<file path="src/rtl/instr_packer_pkg.sv">
// Shared definitions for the instruction packer: format codes, the default
// base address, instruction field positions and the word packing helper.
package instr_packer_pkg;

    typedef enum logic [1:0] {
        FMT_R   = 2'b00,
        FMT_I   = 2'b01,
        FMT_J   = 2'b10,
        FMT_BAD = 2'b11
    } fmt_e;

    localparam logic [31:0] DEFAULT_BASE_ADDR = 32'h0000_3000;
    localparam logic [31:0] ADDR_STEP         = 32'd4;

    localparam int unsigned OP_MSB    = 31;
    localparam int unsigned RS_MSB    = 25;
    localparam int unsigned RT_MSB    = 20;
    localparam int unsigned RD_MSB    = 15;
    localparam int unsigned SHAMT_MSB = 10;
    localparam int unsigned IMM26_MSB = 25;

    // The immediate field of an I-type word occupies the rd/shamt/func bits.
    function automatic logic [31:0] pack_word(
        input fmt_e        f,
        input logic [5:0]  op,
        input logic [4:0]  rs,
        input logic [4:0]  rt,
        input logic [4:0]  rd,
        input logic [4:0]  shamt,
        input logic [5:0]  func,
        input logic [15:0] imm16,
        input logic [25:0] imm26
    );
        logic [31:0] w;
        w = '0;
        w[OP_MSB -: 6] = op;
        case (f)
            FMT_R: begin
                w[RS_MSB -: 5]    = rs;
                w[RT_MSB -: 5]    = rt;
                w[RD_MSB -: 5]    = rd;
                w[SHAMT_MSB -: 5] = shamt;
                w[5:0]            = func;
            end
            FMT_I: begin
                w[RS_MSB -: 5]  = rs;
                w[RT_MSB -: 5]  = rt;
                w[RD_MSB -: 16] = imm16;
            end
            FMT_J: begin
                w[IMM26_MSB -: 26] = imm26;
            end
            default: begin
                w = '0;
            end
        endcase
        return w;
    endfunction

endpackage

</file>
<file path="src/rtl/instr_packer_fifo.sv">
// Registered-storage FIFO holding packed {instruction, address} entries.
// Head output is zero while empty so the block's outputs read 0 after reset.
module instr_fifo #(
    parameter int unsigned WIDTH = 64,
    parameter int unsigned DEPTH = 4
) (
    input  logic                       clk,
    input  logic                       reset,
    input  logic                       push,
    input  logic                       pop,
    input  logic [WIDTH-1:0]           din,
    output logic [WIDTH-1:0]           dout,
    output logic [$clog2(DEPTH):0]     count,
    output logic                       full,
    output logic                       empty
);

    localparam int unsigned AW = $clog2(DEPTH);
    localparam int unsigned CW = AW + 1;
    localparam logic [CW-1:0] FULL_CNT = CW'(DEPTH);

    logic [WIDTH-1:0] mem [DEPTH];
    logic [AW-1:0]    wr_ptr;
    logic [AW-1:0]    rd_ptr;
    logic [CW-1:0]    count_q;
    logic             do_push;
    logic             do_pop;

    assign full    = (count_q == FULL_CNT);
    assign empty   = (count_q == '0);
    assign do_push = push && !full;
    assign do_pop  = pop && !empty;
    assign count   = count_q;
    assign dout    = empty ? '0 : mem[rd_ptr];

    always_ff @(posedge clk) begin
        if (do_push) begin
            mem[wr_ptr] <= din;
        end
    end

    // Power-of-two depth lets the pointers wrap by natural overflow.
    always_ff @(posedge clk or negedge reset) begin
        if (!reset) begin
            wr_ptr  <= '0;
            rd_ptr  <= '0;
            count_q <= '0;
        end else begin
            if (do_push) begin
                wr_ptr <= wr_ptr + AW'(1);
            end
            if (do_pop) begin
                rd_ptr <= rd_ptr + AW'(1);
            end
            case ({do_push, do_pop})
                2'b10:   count_q <= count_q + CW'(1);
                2'b01:   count_q <= count_q - CW'(1);
                default: count_q <= count_q;
            endcase
        end
    end

endmodule

</file>
<file path="src/rtl/instr_packer.sv">
// Packs decoded instruction fields into 32-bit words, tags each with a
// sequential byte address and queues {word, addr} for a downstream consumer.
module instr_packer
    import instr_packer_pkg::*;
#(
    parameter int unsigned DEPTH     = 4,
    parameter logic [31:0] BASE_ADDR = DEFAULT_BASE_ADDR
) (
    input  logic                   clk,
    input  logic                   reset,
    input  logic                   in_valid,
    output logic                   in_ready,
    input  logic [1:0]             fmt,
    input  logic [5:0]             op,
    input  logic [4:0]             rs,
    input  logic [4:0]             rt,
    input  logic [4:0]             rd,
    input  logic [4:0]             shamt,
    input  logic [5:0]             func,
    input  logic [15:0]            imm16,
    input  logic [25:0]            imm26,
    input  logic                   clr_addr,
    output logic                   out_valid,
    input  logic                   out_ready,
    output logic [31:0]            out_instr,
    output logic [31:0]            out_addr,
    output logic [$clog2(DEPTH):0] count,
    output logic                   err_fmt
);

    fmt_e        fmt_code;
    logic        accept;
    logic        push;
    logic        bad_accept;
    logic        pop;
    logic        fifo_full;
    logic        fifo_empty;
    logic [31:0] addr_cnt;
    logic [31:0] entry_addr;
    logic [31:0] word;
    logic [63:0] fifo_din;
    logic [63:0] fifo_dout;

    assign fmt_code   = fmt_e'(fmt);
    assign in_ready   = !fifo_full;
    assign out_valid  = !fifo_empty;
    assign accept     = in_valid && in_ready;
    assign push       = accept && (fmt_code != FMT_BAD);
    assign bad_accept = accept && (fmt_code == FMT_BAD);
    assign pop        = out_valid && out_ready;

    // A clear coinciding with a push retargets that push to BASE_ADDR.
    assign entry_addr = clr_addr ? BASE_ADDR : addr_cnt;

    always_comb begin
        word = pack_word(fmt_code, op, rs, rt, rd, shamt, func, imm16, imm26);
    end

    assign fifo_din  = {word, entry_addr};
    assign out_instr = fifo_dout[63:32];
    assign out_addr  = fifo_dout[31:0];

    always_ff @(posedge clk or negedge reset) begin
        if (!reset) begin
            addr_cnt <= BASE_ADDR;
        end else if (push) begin
            addr_cnt <= entry_addr + ADDR_STEP;
        end else if (clr_addr) begin
            addr_cnt <= BASE_ADDR;
        end
    end

    always_ff @(posedge clk or negedge reset) begin
        if (!reset) begin
            err_fmt <= 1'b0;
        end else if (bad_accept) begin
            err_fmt <= 1'b1;
        end
    end

    instr_fifo #(
        .WIDTH (64),
        .DEPTH (DEPTH)
    ) u_fifo (
        .clk   (clk),
        .reset (reset),
        .push  (push),
        .pop   (pop),
        .din   (fifo_din),
        .dout  (fifo_dout),
        .count (count),
        .full  (fifo_full),
        .empty (fifo_empty)
    );

endmodule
</file>
<file path="config.mk">
export PLATFORM = sky130hd
export DESIGN_NAME = instr_packer
export DESIGN_NICKNAME = d
export VERILOG_FILES = /design/src/rtl/instr_packer_pkg.sv /design/src/rtl/instr_packer_fifo.sv /design/src/rtl/instr_packer.sv
export SDC_FILE = /design/constraint.sdc
export NUM_CORES = 1
export LEC_CHECK = 0
export ABC_AREA = 1
export CAP_MARGIN = 0
export CORE_MARGIN = 5
export CORE_UTILIZATION = 40
export DETAILED_ROUTE_END_ITERATION = 7
export PLACE_DENSITY = 0.57
export RECOVER_POWER = 50
export SLEW_MARGIN = 20
export SYNTH_ARGS = -nofsm -noshare
export SYNTH_HDL_FRONTEND = slang
export SYNTH_SLANG_ARGS = --single-unit
</file>
<file path="constraint.sdc">
create_clock -name clk -period 5.4 [get_ports clk]
set_input_delay 1.08 -clock clk [delete_from_list [all_inputs] [get_ports clk]]
set_output_delay 1.08 -clock clk [all_outputs]
set_load 0.01 [all_outputs]
</file>
# Word-level counts from Yosys, hierarchy flattened
# Memories as Yosys holds them, arrays and structs flattened.
# Cells that the tools add are included.
# op_classes
n_addsub,5
n_eq_ne,7
n_mux,8
n_reduce_logical,12
# op_table
cell,n
26-bit case mux with 3 select lines,1
32-bit 2-to-1 mux,2
64-bit 2-to-1 mux,1
32-bit by 3-bit adder with 32-bit output (second input constant),1
2-bit == test (second input constant),3
1-bit logical AND,6
6-bit 2-to-1 mux,1
3-bit case mux with 2 select lines,1
2-bit by 1-bit adder with 2-bit output (second input constant),2
2-bit by 1-bit == test with 1-bit output (second input constant),2
3-bit by 1-bit adder with 3-bit output (second input constant),1
3-bit == test (second input constant),1
3-bit zero test,1
3-bit OR reduction,1
3-bit by 1-bit subtractor with 3-bit output (second input constant),1
1-bit zero test,2
2-bit zero test,1
1-bit 2-to-1 mux,2
2-bit inequality test (second input constant),1
2-bit nonzero test,1
# totals
reg_bits,40
ramBits,256
input_bits,81
out_inout_bits,70
wordCells,38
n_memories,1
# mem_list
name,words,width,read_ports,rd_ports_with_merged_regs,wr,line,source
u_fifo.mem,4,64,1,0,1,instr_packer_fifo.sv:22,logic [WIDTH-1:0] mem [DEPTH];

# Logic depth before layout (Yosys ltp)
# Gate-level depths: netlist (run 1).
# logic_depth
ltp_word,7
depth_mapped,16

# By module
# A second synthesis (run 1) with hierarchy kept.
# hier_totals
hier_cells,1485
area_unflattened_um2,13969.6
# by_module_without_submodules
module,instances,cells_each,area_per_inst_um2,seq_area_each_um2
instr_fifo,1,1068,11280.8,7862.5
instr_packer,1,417,2688.8,828.3

# Worst setup path before layout (run 1)
# No wires, ideal clock.
# synth_path
path_type,input port to flip-flop
from,in fmt[0]
to,mem u_fifo.mem[0][0] (enable)
setup_ns,0.486
arrival_ns,4.406
required_time_ns,4.914
path_slack_ns,0.508
path_stages,5
cell_sequence,buf_2 > nand2_1 > nand3_4 > buf_2 > nor2_1
# synth_between
elab_chain_len,5
# synth_rtl
element,line,source
from (decl),instr_packer.sv:13,"input logic [1:0] fmt,"
2-bit inequality test,instr_packer.sv:48,assign push = accept && (fmt_code != FMT_BAD);
1-bit logical AND,instr_packer.sv:48,
1-bit logical AND,instr_packer_fifo.sv:31,assign do_push = push && !full;
1-bit 2-to-1 mux,instr_packer_fifo.sv:37,if (do_push) begin
1-bit 2-to-1 mux (implied by the code),instr_packer_fifo.sv:38,mem[wr_ptr] <= din;
to (decl),instr_packer_fifo.sv:22,
# Every way passes these cells.

# Final worst setup path (run 1)
# layout_path
from,in fmt[1]
to,mem u_fifo.mem[3][14] (enable)
# The elaborated chain is that of the path after synthesis.

==> results of run 1 <==
## per-layer routing
layer,up-vias,track usage [%],share of wire [%]
met2,166,30.68,51
li1,4314,-,-
met4,0,3.391,1.3
met1,4293,22.31,43
met3,34,2.249,4.5
met5,-,0,0
## logic make-up after synthesis
group / after synthesis / share of synthesized area, %
and+or+nand+nor: 491 / 16.13
adders and majority gates: 7 / 0.7406
AOI/OAI and AO/OA: 228 / 9.218
buffers and inverters: 149 / 4.658
DFF: 296 / 67.69
xor gates and xnor gates: 23 / 1.569
## path summary, 6_finish.rpt
kind / startpoint / slack (ns) / cells past startpoint / end
max: fmt[1] / 0.48 / 5 / u_fifo.mem[3][14]
min: err_fmt / 0.46 / 1 / err_fmt
max reg2reg: u_fifo.count[0] / 1.26 / 5 / u_fifo.mem[3][14]
min reg2reg: err_fmt / 0.46 / 1 / err_fmt
max in group asynchronous: reset / 2.50 / 1 / u_fifo.rd_ptr[0]
min in group asynchronous: reset / 1.24 / 1 / addr_cnt[25]
## cell usage in the layout, fill, tap and decap left out, types with 4 or more instances in the layout
master             n
a21oi_1           68
buf_4             10
bufinv_16          4
clkbuf_1           6
clkbuf_16         31
clkbuf_8           8
clkdlybuf4s50_1  142
clkinv_2           7
dfrtp_1           36
dlygate4sd3_1      7
edfxtp_1         256
ha_1               6
inv_1             83
nand2_1          106
nand2_2            7
nand3_1           38
nor2_1           314
nor2_2             6
nor2_4             6
nor3_1             6
o211ai_1          13
o21ai_0          140
xnor2_1            7
xor2_1            16
## flip-flops by register name (all words and copies together) (netlist names)
signal and flops:
err_fmt 1, u_fifo.rd_ptr 2, u_fifo.wr_ptr 2, addr_cnt 32, u_fifo.mem 256, u_fifo.count 3
## cell type report
type	count	area [um^2]	area share (%)
well taps	402	503.0	3.193
multi-input cells	749	3490	22.15
repair buffers	166	1642	10.42
clock inverters	16	195.2	1.239
flip-flops and latches	296	8696	55.19
inverters	89	336.6	2.136
clock buffers	41	893.4	5.670
## stage by stage
| step | utilization, % | worst slack [ns] | cell area [um^2] |
|---|---|---|---|
| 6_report | 49.80 | 0.4776 | 15760 |
| 5_1_grt | 49.80 | 0.3437 | 15760 |
| 4_1_cts | 50.14 | 0.8512 | 15860 |
| 3_5_place_dp | 46.70 | 1.414 | 14780 |
| 3_3_place_gp | 46.70 | 1.430 | 14780 |
| 2_1_floorplan | - | 0.5079 | 12840 |
## power by group through the flow
stage | sequential, mW | combinational (mW) | clock, mW
final | 3.03 | 2.99 | 2.20
after floorplan | 3.00 | 1.62 | 0
after CTS | 3.02 | 3.11 | 2.25
after global placement | 3.06 | 3.08 | 0
after global routing | 3.06 | 3.33 | 2.34
after detailed placement | 3.07 | 3.10 | 0
## worst max-delay path: cells and delay by family
family	cells	cell delay, ns
buf+inv	2	1.12
simple gates	3	2.89
==> run metrics, run 1 <==
status=finished with violations; failing checks=capacitance limit, slew limit; crit path launch type=input port; count leader, synth=nor2_1; Pwr Density=521.6 nW/um^2; post-layout power=8.218 mW; Synth area leaders=edfxtp_1, nor2_1, dfrtp_1; Logic pwr share=36.4%; worst hold slack=0.4626 ns; Die Area=35,780 um^2; CP Capture Type=flip-flop; clock root cell=clkbuf_16; Ports=151; Die Ht=189.2 um; Worst-Margin Slew=2.333 ns; Final Setup Violations=0; die width=189.2 um; Critical Path Max Stage Delay=1.85 ns; Final Critical Period=4.922 ns; Max-slew headroom=-55.54%; crit path max fanout=47; Top FF cell, synth=edfxtp_1; cts bufs inserted=31; all-layer global routing usage=17.07%; mean post-synth cell area=10.75 um^2; Period Utilization, post-route=91.16%; Distinct cells, synth=37; Clock Latency Late Sink=0.54 ns; Remaining DRCs=0; worst clock skew=0.01741 ns; first-pass GRT wire length=48.96 mm; Yosys top cell area share=59.87%; CTS clk-pin slew, worst paths=0.06 ns; CORE AREA=31,640 um^2; layout cells sized above 1=7.296%; RSZ-0062 raised after global routing=no; CP max stage cell=nor2_1; Non-Filler Instances=1,759; maximum clock path buffer count=3; largest net degree at the start of global routing=67; P_sw=2.729 mW; Post-synth EDFFs=256; vias in the first global route=8,897; # Post-CTS Setup Buffers=0; routed via count=8,807; commonest cells in the netlist=nor2_1, edfxtp_1, o21ai_0; Synth Register Bits=296; initial antenna violation count=0; RD Place Congestion=0.7836; post-synth top area cell=edfxtp_1; routed wire length=31.28 mm; Clock power frac=26.8%; area grow syn2layout=22.71%; Flop pwr share=36.8%; I/O Buffers=150; warnings from Yosys=0; WL/cell=17.78 um; Power Internal=5.488 mW; Final nets=1,421; # diodes=0; Static Leak=5.694 nW; CTS tree=built; sequential fraction of the synthesis area=67.69%; post-cts repair resize count=0; vias per std cell=5.007; First-pass DRT Iterations=5; Max IR drop VDD=267.7 uV; Post-Syn Instances=1,194; sum of negative setup slack=0 ns; CP cell instances=dlygate4sd3_1 > nand2_1 > nand3_1 > nor2_1 > buf_12; max_cap viols=5; Initial DRC Count=440; CP arrival=5.12 ns; initial core utilization=40.59%; Mapped Nets=1,282; Cells after DPL=1,702; switching fraction of total power=33.21%; row count=65; Fillers=2,826; Post-DRT Antenna Nets=0; Required @ worst endpoint=5.60 ns; async set-reset flop share out of synthesis=13.51%; mapped cell area=12,840 um^2; cts hold-fix bufs=0; DP Wirelength=18.88 mm; Hold Vio Cnt, Final=0; crit path kind=in2reg; grt ovf=0; H-tree depth=1; Highest Clock Rate=203.2 MHz; CTS sink cnt=296; Min-Delay Path Class=reg2reg; Pins Over Slew Limit=123
No activity file was read; power rests on OpenSTA's default activity.
==> inputs of run 2 (changes only) <==
Settings changed: HOLD_SLACK_MARGIN set to 0.06, TNS_END_PERCENT set to 5.
==> results of run 2 <==
The final DEF is identical to that of run 1; final timing and power are the same.
